--- config.mk ---
export PLATFORM = sky130hd
export DESIGN_NAME = led_scan_driver
export DESIGN_NICKNAME = d
export VERILOG_FILES = /design/src/rtl/led_pkg.sv /design/src/rtl/seg7_hex_decoder.sv /design/src/rtl/led_scan_driver.sv
export SDC_FILE = /design/constraint.sdc
export NUM_CORES = 1
export LEC_CHECK = 0
export ABC_AREA = 1
export CAP_MARGIN = 10
export CORE_AREA = 2 2 69 104
export CTS_CLUSTER_SIZE = 24
export DETAILED_ROUTE_END_ITERATION = 10
export DIE_AREA = 0 0 71 106
export HOLD_SLACK_MARGIN = 0.05
export PLACE_DENSITY = 0.72
export SLEW_MARGIN = 0
export SYNTH_ARGS = -nofsm -noshare
export SYNTH_HDL_FRONTEND = slang
export SYNTH_SLANG_ARGS = --single-unit
--- constraint.sdc ---
create_clock -name clock -period 4.53 [get_ports clock]
set_input_delay 0.453 -clock clock [delete_from_list [all_inputs] [get_ports clock]]
set_output_delay 0.453 -clock clock [all_outputs]
set_load 0.05 [all_outputs]
--- src/rtl/led_pkg.sv ---
// Shared 7-segment definitions: segment bit positions, hex glyph codes and the
// nibble-to-glyph lookup used by every display path.
package led_pkg;

  localparam int SEG_A_BIT = 0;
  localparam int SEG_B_BIT = 1;
  localparam int SEG_C_BIT = 2;
  localparam int SEG_D_BIT = 3;
  localparam int SEG_E_BIT = 4;
  localparam int SEG_F_BIT = 5;
  localparam int SEG_G_BIT = 6;

  localparam logic [6:0] SEG_0     = 7'h3F;
  localparam logic [6:0] SEG_1     = 7'h06;
  localparam logic [6:0] SEG_2     = 7'h5B;
  localparam logic [6:0] SEG_3     = 7'h4F;
  localparam logic [6:0] SEG_4     = 7'h66;
  localparam logic [6:0] SEG_5     = 7'h6D;
  localparam logic [6:0] SEG_6     = 7'h7D;
  localparam logic [6:0] SEG_7     = 7'h07;
  localparam logic [6:0] SEG_8     = 7'h7F;
  localparam logic [6:0] SEG_9     = 7'h6F;
  localparam logic [6:0] SEG_A     = 7'h77;
  localparam logic [6:0] SEG_B     = 7'h7C;
  localparam logic [6:0] SEG_C     = 7'h39;
  localparam logic [6:0] SEG_D     = 7'h5E;
  localparam logic [6:0] SEG_E     = 7'h79;
  localparam logic [6:0] SEG_F     = 7'h71;
  localparam logic [6:0] SEG_BLANK = 7'h00;

  function automatic logic [6:0] hex_to_seg(input logic [3:0] nibble);
    case (nibble)
      4'h0:    hex_to_seg = SEG_0;
      4'h1:    hex_to_seg = SEG_1;
      4'h2:    hex_to_seg = SEG_2;
      4'h3:    hex_to_seg = SEG_3;
      4'h4:    hex_to_seg = SEG_4;
      4'h5:    hex_to_seg = SEG_5;
      4'h6:    hex_to_seg = SEG_6;
      4'h7:    hex_to_seg = SEG_7;
      4'h8:    hex_to_seg = SEG_8;
      4'h9:    hex_to_seg = SEG_9;
      4'hA:    hex_to_seg = SEG_A;
      4'hB:    hex_to_seg = SEG_B;
      4'hC:    hex_to_seg = SEG_C;
      4'hD:    hex_to_seg = SEG_D;
      4'hE:    hex_to_seg = SEG_E;
      4'hF:    hex_to_seg = SEG_F;
      default: hex_to_seg = SEG_BLANK;
    endcase
  endfunction

endpackage

--- src/rtl/seg7_hex_decoder.sv ---
// Combinational hex nibble to {g,f,e,d,c,b,a} active-high segment decoder.
module seg7_hex_decoder
  import led_pkg::*;
(
  input  logic [3:0] i_nibble,
  output logic [6:0] o_segments
);

  assign o_segments = hex_to_seg(i_nibble);

endmodule

--- src/rtl/led_scan_driver.sv ---
// N-digit multiplexed 7-segment scanner with frame-coherent input snapshot,
// PWM brightness, per-digit blink, leading-zero blanking and a dark dead cycle per slot.
module led_scan_driver
  import led_pkg::*;
#(
  parameter int NUM_DIGITS   = 4,
  parameter int SCAN_LOG2    = 10,
  parameter int PWM_BITS     = 4,
  parameter int BLINK_FRAMES = 64
) (
  input  logic                      clock,
  input  logic                      reset_n,
  input  logic [4*NUM_DIGITS-1:0]   digits_in,
  input  logic [NUM_DIGITS-1:0]     dp_in,
  input  logic [NUM_DIGITS-1:0]     blink_mask,
  input  logic                      blank_leading,
  input  logic [PWM_BITS-1:0]       brightness,
  output logic [6:0]                segments,
  output logic                      dp,
  output logic [NUM_DIGITS-1:0]     choice_n,
  output logic                      frame_start
);

  localparam int IDX_W   = (NUM_DIGITS > 1) ? $clog2(NUM_DIGITS) : 1;
  localparam int BLINK_W = (BLINK_FRAMES > 1) ? $clog2(BLINK_FRAMES) : 1;
  localparam logic [IDX_W-1:0]      IDX_LAST   = IDX_W'(NUM_DIGITS - 1);
  localparam logic [BLINK_W-1:0]    BLINK_LAST = BLINK_W'(BLINK_FRAMES - 1);
  localparam logic [NUM_DIGITS-1:0] DIGIT_ONE  = NUM_DIGITS'(32'd1);

  logic [SCAN_LOG2-1:0]    r_p;
  logic [IDX_W-1:0]        r_idx;
  logic [BLINK_W-1:0]      r_blink_cnt;
  logic                    r_blink_phase;

  logic [4*NUM_DIGITS-1:0] r_digits_sh;
  logic [NUM_DIGITS-1:0]   r_dp_sh;
  logic [NUM_DIGITS-1:0]   r_mask_sh;
  logic                    r_blank_sh;
  logic [PWM_BITS-1:0]     r_bright_sh;
  logic                    r_phase_sh;

  logic                    w_start;
  logic [3:0]              w_nibble;
  logic [6:0]              w_seg;
  logic [NUM_DIGITS-1:0]   w_lead_zero;
  logic                    w_zero_run;
  logic [PWM_BITS-1:0]     w_pwm_field;
  logic                    w_pwm_on;
  logic                    w_lit;
  logic [NUM_DIGITS-1:0]   w_sel_n;

  assign w_start = (r_p == {SCAN_LOG2{1'b0}}) && (r_idx == {IDX_W{1'b0}});

  // Slot position and digit index counters
  always_ff @(posedge clock or negedge reset_n) begin
    if (!reset_n) begin
      r_p   <= {SCAN_LOG2{1'b0}};
      r_idx <= {IDX_W{1'b0}};
    end else begin
      r_p <= r_p + SCAN_LOG2'(32'd1);
      if (r_p == {SCAN_LOG2{1'b1}}) begin
        r_idx <= (r_idx == IDX_LAST) ? {IDX_W{1'b0}} : r_idx + IDX_W'(32'd1);
      end else begin
        r_idx <= r_idx;
      end
    end
  end

  // Frame-start snapshot of inputs and blink phase; the shadowed phase is the
  // one in force before this frame's wrap, so a wrap takes effect one frame later
  always_ff @(posedge clock or negedge reset_n) begin
    if (!reset_n) begin
      r_digits_sh   <= {(4*NUM_DIGITS){1'b0}};
      r_dp_sh       <= {NUM_DIGITS{1'b0}};
      r_mask_sh     <= {NUM_DIGITS{1'b0}};
      r_blank_sh    <= 1'b0;
      r_bright_sh   <= {PWM_BITS{1'b0}};
      r_phase_sh    <= 1'b0;
      r_blink_cnt   <= {BLINK_W{1'b0}};
      r_blink_phase <= 1'b0;
    end else if (w_start) begin
      r_digits_sh <= digits_in;
      r_dp_sh     <= dp_in;
      r_mask_sh   <= blink_mask;
      r_blank_sh  <= blank_leading;
      r_bright_sh <= brightness;
      r_phase_sh  <= r_blink_phase;
      if (r_blink_cnt == BLINK_LAST) begin
        r_blink_cnt   <= {BLINK_W{1'b0}};
        r_blink_phase <= ~r_blink_phase;
      end else begin
        r_blink_cnt   <= r_blink_cnt + BLINK_W'(32'd1);
        r_blink_phase <= r_blink_phase;
      end
    end else begin
      r_digits_sh   <= r_digits_sh;
      r_dp_sh       <= r_dp_sh;
      r_mask_sh     <= r_mask_sh;
      r_blank_sh    <= r_blank_sh;
      r_bright_sh   <= r_bright_sh;
      r_phase_sh    <= r_phase_sh;
      r_blink_cnt   <= r_blink_cnt;
      r_blink_phase <= r_blink_phase;
    end
  end

  // Leading-zero mask: walk from the MSD down while every nibble seen is zero
  always_comb begin
    w_lead_zero = {NUM_DIGITS{1'b0}};
    w_zero_run  = 1'b1;
    for (int i = NUM_DIGITS - 1; i >= 0; i--) begin
      w_zero_run     = w_zero_run & (r_digits_sh[4*i +: 4] == 4'h0);
      w_lead_zero[i] = r_blank_sh & w_zero_run & (i != 32'sd0);
    end
  end

  assign w_nibble    = r_digits_sh[{r_idx, 2'b00} +: 4];
  assign w_pwm_field = r_p[SCAN_LOG2-1 -: PWM_BITS];
  assign w_pwm_on    = (w_pwm_field < r_bright_sh) || (r_bright_sh == {PWM_BITS{1'b1}});
  assign w_lit       = (r_p != {SCAN_LOG2{1'b0}}) && w_pwm_on &&
                       !(r_phase_sh && r_mask_sh[r_idx]) && !w_lead_zero[r_idx];
  assign w_sel_n     = ~(DIGIT_ONE << r_idx);

  seg7_hex_decoder u_decoder (
    .i_nibble   (w_nibble),
    .o_segments (w_seg)
  );

  // Registered pin drivers; every dark condition collapses to all-off
  always_ff @(posedge clock or negedge reset_n) begin
    if (!reset_n) begin
      choice_n    <= {NUM_DIGITS{1'b1}};
      segments    <= 7'h00;
      dp          <= 1'b0;
      frame_start <= 1'b0;
    end else begin
      frame_start <= w_start;
      if (w_lit) begin
        choice_n <= w_sel_n;
        segments <= w_seg;
        dp       <= r_dp_sh[r_idx];
      end else begin
        choice_n <= {NUM_DIGITS{1'b1}};
        segments <= 7'h00;
        dp       <= 1'b0;
      end
    end
  end

endmodule
==> impl.org, run 1 <==
** Clocking
- Maximum number of buffers from clock root to sink :: 2
- Cts-stage hold buffer count :: 0
- CTS buffer count :: 9
- Setup repair bufs after CTS :: 0
- Quantity of gates resized following cts :: 0
- For this design, the sink count on the clock tree is 62.
- H-tree depth :: 3
- The later pin in the worst-skew pair is clocked with a latency of 0.34 ns.
- Root Buffer :: sky130_fd_sc_hd__clkbuf_8
- Clock tree from TritonCTS :: yes
- Clock transition time at the flip-flop clock pins of the worst setup and hold paths :: 0.06 ns

** Floorplanning
- The die is 71 um wide.
- The die covers 7530 sq um.
- Top-level port count :: 44
- The initial utilization of the core area, before any placement, comes to 47.9%.
- Floorplan row count :: 37
- The die is 106 um tall.
- Area of the core :: 6710 sq um

** Finish
- Counting the fill cells in the layout gives 613.
- Final #Nets :: 480
- Across the whole layout, storage elements account for 1560 sq um.
- Post-route cell area :: 3780 sq um
- Antenna diode count :: 0
- Area used by multi-input combinational logic :: 1400 sq um
- Relative to the synthesized area, the layout overhead comes to 17.7%.
- Share of post-route cells with drive strength above 1 :: 7.82%
- Final cell count without fillers :: 513

** GRT
- Entering global routing, the biggest net connects 63 pins.
- The number of antenna violations at the first check in global routing came to 0.
- The first global-routing pass estimated 11100 um of wire.
- For this run the aggregate overflow at the end of global routing stands at 0.
- Across every metal layer, demand over resource in global routing totals 18.7%.
- Number of global-route vias before repair :: 2489

** Timing
- Number of pins with negative max-slew slack in the final report :: 0
- Number of endpoints with negative hold slack in the final report :: 0
- Setup violations remaining at the end of the flow were counted as 0.
- Final critical delay including setup and external delays :: 2.28 ns
- After layout, the worst path uses 50.3% of the clock period.
- Setup repair after global routing left no endpoint under its margin.
- Setup total negative slack on the finished layout was measured at 0 ns.
- Static timing analysis puts the maximum clock frequency at 439 MHz.
- At the pin with the least slew margin, the transition time is 0.759 ns.
- Final Skew :: 0.00812 ns
- Measured against its own limit, the worst slew margin works out to 49.4%.

** Power and ir drop
- The worst-case IR drop observed on VDD is 0.000230 V.
- For this design the ratio of total power to cell area is 287 nW/um^2.
- Net switching power figure :: 0.275 mW
- Internal cell power :: 0.813 mW
- In this run switching power makes up 25.3% of total power.
- Leakage power of the design :: 1.89 nW
- Clock network fraction of total power :: 34.8%
- Sequential cell fraction of total power :: 53.8%
- Combinational group share of total power :: 11.5%

** Synth
- Of the synthesized area, sequential elements account for 48.4%.
- The Yosys step of the flow raised 0 warnings.
- Synth Net Count :: 436
- The largest total area in the synthesized netlist belongs to sky130_fd_sc_hd__dfrtp_1.
- Post-Syn Area :: 3210 sq um
- Share of Yosys cell area claimed by the top area cell type :: 45.2%
- Counting distinct cell types in the post-synthesis netlist gives 26.
- After synthesis the netlist holds a flip-flop and latch count of 62.
- The average instance in the mapped netlist occupies 8.26 sq um.
- Synthesis handed over a netlist of 389 instances.
- Largest cells by area after synthesis :: sky130_fd_sc_hd__dfrtp_1 (45%), sky130_fd_sc_hd__nand2_1 (17%), sky130_fd_sc_hd__ha_1 (6.2%), sky130_fd_sc_hd__nand3_1 (4.8%), sky130_fd_sc_hd__inv_1 (3.7%)

** Detailed routing
- Pre-antenna DRT Iters :: 5
- DR iter-0 viols :: 112
- Via count normalized by instance count :: 4.92
- In this run the remaining antenna-violating nets after routing total 0.
- After detailed routing, the total wire length is 6410 um.
- After detailed routing, the number of remaining DRC violations is 0.
- In the final routed layout, each cell accounts on average for 12.5 um.
- Across all layers, the routed design uses 2525 vias.

** Setup path
- Of all nets on the critical path, the largest fanout is 45.
- WP data required :: 4.72 ns
- Arrival time of the worst setup path :: 2.47 ns
- Crit Path Class :: flop to flop
- Kind of end point of the critical path :: flop
- Kind of start point of the critical path :: flop

** Placed design
- Counting tap cells, the placed design contains a total of 500 instances.
- Final weighted congestion in routability-driven placement :: 0.821
- After legalization and detailed placement, the total HPWL measured 4630 um.
- Number of I/O port buffers :: 43
- Instance area at placement :: 3640 sq um

** Worst hold path
- The tightest min-delay check is of the input pin to asynchronous set/reset pin type.

** Run status
- Run status :: finished clean

** Flow run
- The tool flagged a number of max-cap violations equal to 0.
[per-stage QoR]
stage | power (mW) | utilization, % | setup WS (ns) | hold slack (ns)
floorplan | 0.657 | - | 2.92 | 0.157
global placement | 0.718 | 54.2 | 2.36 | 0.454
detailed placement | 0.720 | 54.2 | 2.26 | 0.459
CTS | 1.10 | 56.4 | 2.24 | 0.296
global route | 1.14 | 56.4 | 2.06 | 0.342
finish | 1.09 | 56.4 | 2.25 | 0.277
[worst paths after layout]
kind	from	end	slack (ns)	depth (start not counted)
setup / recovery	r_idx[0]	r_bright_sh[2]	2.25	7
hold / removal	reset_n	segments[1]	0.28	2
setup reg to reg	r_idx[0]	r_bright_sh[2]	2.25	7
hold reg to reg	r_blink_phase	r_blink_phase	0.47	1
max in group asynchronous	reset_n	r_digits_sh[9]	3.76	2
min in group clock	r_blink_phase	r_blink_phase	0.47	1
[synthesized netlist by cell type]
| cell | count |
|---|---|
| sky130_fd_sc_hd__a21oi_1 | 3 |
| sky130_fd_sc_hd__xor2_1 | 12 |
| sky130_fd_sc_hd__nand2_1 | 146 |
| sky130_fd_sc_hd__inv_4 | 2 |
| sky130_fd_sc_hd__buf_6 | 7 |
| sky130_fd_sc_hd__nor3_1 | 5 |
| sky130_fd_sc_hd__buf_4 | 3 |
| sky130_fd_sc_hd__dfrtp_1 | 58 |
| sky130_fd_sc_hd__inv_2 | 3 |
| sky130_fd_sc_hd__nand4_1 | 6 |
| sky130_fd_sc_hd__nand3_4 | 1 |
| sky130_fd_sc_hd__nor2_1 | 30 |
| sky130_fd_sc_hd__buf_2 | 2 |
| sky130_fd_sc_hd__nand2_4 | 1 |
| sky130_fd_sc_hd__o21ai_1 | 1 |
| sky130_fd_sc_hd__nor2_2 | 1 |
| sky130_fd_sc_hd__o22ai_1 | 1 |
| sky130_fd_sc_hd__inv_1 | 32 |
| sky130_fd_sc_hd__a21oi_4 | 1 |
| sky130_fd_sc_hd__xnor2_1 | 1 |
| sky130_fd_sc_hd__dfstp_2 | 4 |
| sky130_fd_sc_hd__nand3_2 | 4 |
| sky130_fd_sc_hd__nand3_1 | 31 |
| sky130_fd_sc_hd__o21ai_0 | 16 |
| sky130_fd_sc_hd__ha_1 | 16 |
| sky130_fd_sc_hd__nand2_2 | 2 |
[cells by family after synthesis]
family | after synthesis | share of synthesized area [%]
AND/OR/NAND/NOR | 227 | 30.1
flip-flops | 62 | 48.4
XOR/XNOR | 13 | 3.54
AO/OA/AOI/OAI | 22 | 3.81
buffers and inverters | 49 | 7.94
adder cells (fa/ha/maj) | 16 | 6.23
[registers in the layout, indices dropped and copies added (netlist names)]
name           cells
r_blink_cnt        6
dp                 1
r_digits_sh       16
r_blank_sh         1
r_blink_phase      1
choice_n           4
r_bright_sh        4
r_mask_sh          4
r_phase_sh         1
r_idx              2
segments           7
r_p               10
frame_start        1
r_dp_sh            4
[power by group through the flow]
stage	Clock (mW)	Sequential (mW)	Combinational, mW
2_1_floorplan	0	0.616	0.0406
3_3_place_gp	0	0.595	0.124
3_5_place_dp	0	0.595	0.125
4_1_cts	0.389	0.585	0.126
5_1_grt	0.412	0.586	0.139
6_report	0.378	0.585	0.125
[placed cells by master, fill, tap and decap left out]
master | netlist | final
sky130_fd_sc_hd__clkbuf_1 | 0 | 1
sky130_fd_sc_hd__inv_4 | 2 | 2
sky130_fd_sc_hd__o21ai_0 | 16 | 16
sky130_fd_sc_hd__dfstp_2 | 4 | 4
sky130_fd_sc_hd__nand4_1 | 6 | 6
sky130_fd_sc_hd__nand3_2 | 4 | 4
sky130_fd_sc_hd__ha_1 | 16 | 16
sky130_fd_sc_hd__nand2_4 | 1 | 1
sky130_fd_sc_hd__buf_4 | 3 | 2
sky130_fd_sc_hd__o22ai_1 | 1 | 1
sky130_fd_sc_hd__o21ai_1 | 1 | 1
sky130_fd_sc_hd__a21oi_4 | 1 | 1
sky130_fd_sc_hd__dfrtp_1 | 58 | 58
sky130_fd_sc_hd__clkdlybuf4s50_1 | 0 | 42
sky130_fd_sc_hd__nand3_1 | 31 | 31
sky130_fd_sc_hd__nand2_1 | 146 | 146
sky130_fd_sc_hd__nor2_2 | 1 | 1
sky130_fd_sc_hd__xor2_1 | 12 | 12
sky130_fd_sc_hd__buf_2 | 2 | 1
sky130_fd_sc_hd__xnor2_1 | 1 | 1
sky130_fd_sc_hd__nand3_4 | 1 | 1
sky130_fd_sc_hd__nor2_1 | 30 | 30
sky130_fd_sc_hd__nor3_1 | 5 | 5
sky130_fd_sc_hd__inv_2 | 3 | 3
sky130_fd_sc_hd__a21oi_1 | 3 | 3
sky130_fd_sc_hd__clkbuf_8 | 0 | 9
sky130_fd_sc_hd__clkinv_2 | 0 | 3
sky130_fd_sc_hd__inv_1 | 32 | 32
sky130_fd_sc_hd__nand2_2 | 2 | 2
[layout make-up]
type	count	share of cell area, %
clock buffers	10	3.37
clock inverters	3	0.397
inverters	37	3.80
multi-input cells	278	37.1
flip-flops and latches	62	41.1
well taps	78	2.58
repair buffers	45	11.6
[worst max-delay path: stages, from the launching register on]
cell,delay [ns]
sky130_fd_sc_hd__dfrtp_1,0.72
sky130_fd_sc_hd__inv_4,0.17
sky130_fd_sc_hd__ha_1,0.28
sky130_fd_sc_hd__nand3_1,0.09
sky130_fd_sc_hd__buf_4,0.29
sky130_fd_sc_hd__inv_2,0.33
sky130_fd_sc_hd__nand2_1,0.15
sky130_fd_sc_hd__o21ai_0,0.10
[layer usage]
layer / vias to the layer above / wire length, um / global-route usage, %
li1: 1294 / - / -
met1: 1175 / 2630 / 21.5
met2: 48 / 3460 / 32.6
met3: 8 / 230 / 5.31
met4: 0 / 91 / 7.14
met5: - / 0 / 0
(Power assumes the default switching activity.)
==> run 2: changes to the inputs <==
Settings changed: CORE_AREA 2 2 69 104 to 2 2 70 105, DIE_AREA 0 0 71 106 to 0 0 72 107, PLACE_DENSITY 0.72 to 0.73.
Clock period 4.53 ns to 1.9 ns, I/O delays scaled along.
==> impl.org, run 2 (synthesis results as in run 1) <==
** Setup path
- The endpoint arrival time on the critical path was 1.66 ns (was 2.47 ns).
- Kind of start point of the critical path :: flop (unchanged)
- Crit path max-delay cell type :: sky130_fd_sc_hd__clkdlybuf4s50_1 (was sky130_fd_sc_hd__dfrtp_1)
- Series of cell instances along the critical path :: clkdlybuf4s50_1 (was inv_4, ha_1, nand3_1, buf_4, inv_2, nand2_1, o21ai_0)
- Delay of the slowest cell on the worst path :: 0.79 ns (was 0.72 ns)
- The maximum net fanout on the critical path is 1 (was 45).
- WP data required :: 1.71 ns (was 4.72 ns)
- Crit Path Class :: flop to output port (was flop to flop)
- The category of the worst setup path capture point is an output port (was flop).
- Setup slack, reg-to-reg :: 0.21 ns (was 2.25 ns)
- Dominant delay contributor by cell family on the critical path :: buffers and inverters (unchanged)
- Crit path buf inv count :: 1 (was 3)

** Detailed routing
- DR iter-0 viols :: 127 (was 112)
- The post-route DRC violation count came to 0 (unchanged).
- Total via count after detailed routing :: 2565 (was 2525)
- The post-detailed-routing wire length was 6550 um (was 6410 um).
- Detail Route Antenna Nets :: 0 (unchanged)
- The ratio of routed vias to standard cells came to 4.92 (about the same).
- The iteration count of the initial detailed-routing pass is 4 (was 5).
- The per-cell routed wire length is 12.6 um (was 12.5 um).

** Run status
- Run status :: finished clean (unchanged)

** Finish
- The flip-flop count of the largest register after layout came to 16 (unchanged).
- Share of post-route cells with drive strength above 1 :: 9.48% (was 7.82%)
- The final instance area came to 3950 sq um (was 3780 sq um).
- The antenna diode instance count was 0 (unchanged).
- The end-of-flow core utilization came to 58.1% (was 56.4%).
- Commonest cells after routing, fill and taps aside: sky130_fd_sc_hd__nand2_1 (146), sky130_fd_sc_hd__dfrtp_1 (58), sky130_fd_sc_hd__clkdlybuf4s50_1 (42), sky130_fd_sc_hd__inv_1 (32), sky130_fd_sc_hd__nand3_1 (31) (unchanged).
- Biggest registers after layout :: r_digits_sh (16), r_p (10), segments (7) (unchanged)
- The register with the most flip-flops is r_digits_sh (unchanged).
- Final cell count without fillers :: 521 (was 513)
- The commonest non-fill, non-tap cell in the layout is sky130_fd_sc_hd__nand2_1 (unchanged).
- The number of nets in the final layout is 485 (was 480).
- The post-synthesis to final-layout area growth is 23.0% (was 17.7%).
- Final-layout fill cell count :: 626 (was 613)

** GRT
- Number of global-route vias before repair :: 2536 (was 2489)
- The global route total overflow is 0 (unchanged).
- The global-route total usage across every layer came to 19.3% (was 18.7%).
- Pin count of the biggest net entering global routing :: 46 (was 63)
- First-pass GRT wire length :: 11400 um (was 11100 um)
- Antenna violations before repair :: 0 (unchanged)

** Placed design
- Number of I/O port buffers :: 43 (unchanged)
- The post-detailed-placement half-perimeter wirelength was 4760 um (was 4630 um).
- Instance area at placement :: 3700 sq um (was 3640 sq um)
- DP Worst Slack :: 0.235 ns (was 2.26 ns)
- The final RePlAce weighted congestion came to 0.926 (was 0.821).
- Placed Cells :: 504 (was 500)

** Power and ir drop
- The static leakage power is 1.96 nW (was 1.89 nW).
- The power density of the placed cells was 790 nW/um^2 (was 287 nW/um^2).
- IR Drop Worst-Case VDD :: 0.000523 V (was 0.000230 V)
- PnR Total Power :: 3.12 mW (was 1.09 mW)

** Floorplanning
- The total core area was 6810 sq um (was 6710 sq um).
- Top-level port count :: 44 (unchanged)
- Die area :: 7700 sq um (was 7530 sq um)
- The vertical die dimension is 107 um (was 106 um).
- The site row count was 37 (unchanged).
- The chip width came to 72 um (was 71 um).
- The initial core utilization is 47.2% (was 47.9%).

** Timing
- The actual transition at the worst max-transition pin is 0.504 ns (was 0.759 ns).
- Unrepaired setup endpoints after global routing: false (unchanged).
- For this run, the top clock speed supported by timing is 542 MHz.
- Fin worst setup slack :: 0.0539 ns (was 2.25 ns)
- The setup violation total in the final timing report is 0 (unchanged).
- Final critical delay including setup and external delays :: 1.85 ns
- Period Utilization, post-route :: 97.2%
- The final worst hold slack came to 0.340 ns (was 0.277 ns).
- Final-layout setup total negative slack :: 0 ns (unchanged)
- Worst max-slew margin expressed relative to the limit :: 66.3% (was 49.4%)
- The count of pins over their slew limit came to 0 (unchanged).
- The total count of hold-check failures in the final report was 0 (unchanged).
- Final Skew :: 0.00807 ns (was 0.00812 ns)

** Clocking
- Number of clock sinks :: 62 (unchanged)
- The latest clock arrival within the worst-skew pair is 0.35 ns (was 0.34 ns).
- Setup repair bufs after CTS :: 0 (unchanged)
- Cts-stage hold buffer count :: 1 (was 0)
- H-tree depth :: 3 (unchanged)
- The TritonCTS clock tree was yes (unchanged).
- Quantity of gates resized following cts :: 0 (unchanged)
- Clock transition time at the flip-flop clock pins of the worst setup and hold paths :: 0.07 ns (was 0.06 ns)
- The buffer depth of the longest clock path is 2 (unchanged).
- The number of clock buffers inserted by TritonCTS came to 9 (unchanged).
- The root buffer selected by CTS is sky130_fd_sc_hd__clkbuf_8 (unchanged).

** Worst hold path
- Worst min path class :: input pin to asynchronous set/reset pin (unchanged)

** Flow run
- The total of max-cap violations was 0 (unchanged).
-- run 2: cell types whose count changed in the layout (fill, tap and decap cells not counted), sizes merged --
cell / before / now
clkinvlp: 0 / 2
clkinv: 3 / 2
dlygate4sd3: 0 / 1
clkbuf: 10 / 9
bufinv: 0 / 3
buf: 3 / 7
-- run 2: where the power goes --
| group | switching [mW] | internal, mW | leakage [nW] |
|---|---|---|---|
| clock network | 0.552 | 0.875 | 0.116 |
| registers | 0.0257 | 1.37 | 0.741 |
| logic | 0.172 | 0.129 | 1.10 |
| total | 0.750 | 2.37 | 1.96 |
-- run 2: layout make-up --
type / instances / area, sq um / area share, %
clock inverter: 7 / 123 / 3.10
inverter: 37 / 144 / 3.64
sequential: 62 / 1560 / 39.4
tap: 78 / 97.6 / 2.47
multi-input combinational: 278 / 1400 / 35.5
clock buffer: 9 / 124 / 3.13
timing repair buffer: 50 / 505 / 12.8
-- run 2: worst paths after layout --
path / end / from / cells past startpoint
worst max-delay path: choice_n[3] / choice_n[3] / 1
worst min-delay path: segments[5] / reset_n / 2
worst max register to register: segments[3] / r_idx[0] / 11
worst min register to register: r_p[0] / r_p[0] / 1
max in group asynchronous: r_digits_sh[7] / reset_n / 3
min in group clock: r_dp_sh[1] / dp_in[1] / 3
-- run 2: per-layer routing --
metal	up-vias	GRT usage (%)	part of all wire, %
met3	12	5.26	3.6
met2	52	32.1	52
met5	-	0	0
met4	0	8.89	2.1
li1	1311	-	-
met1	1190	22.9	42
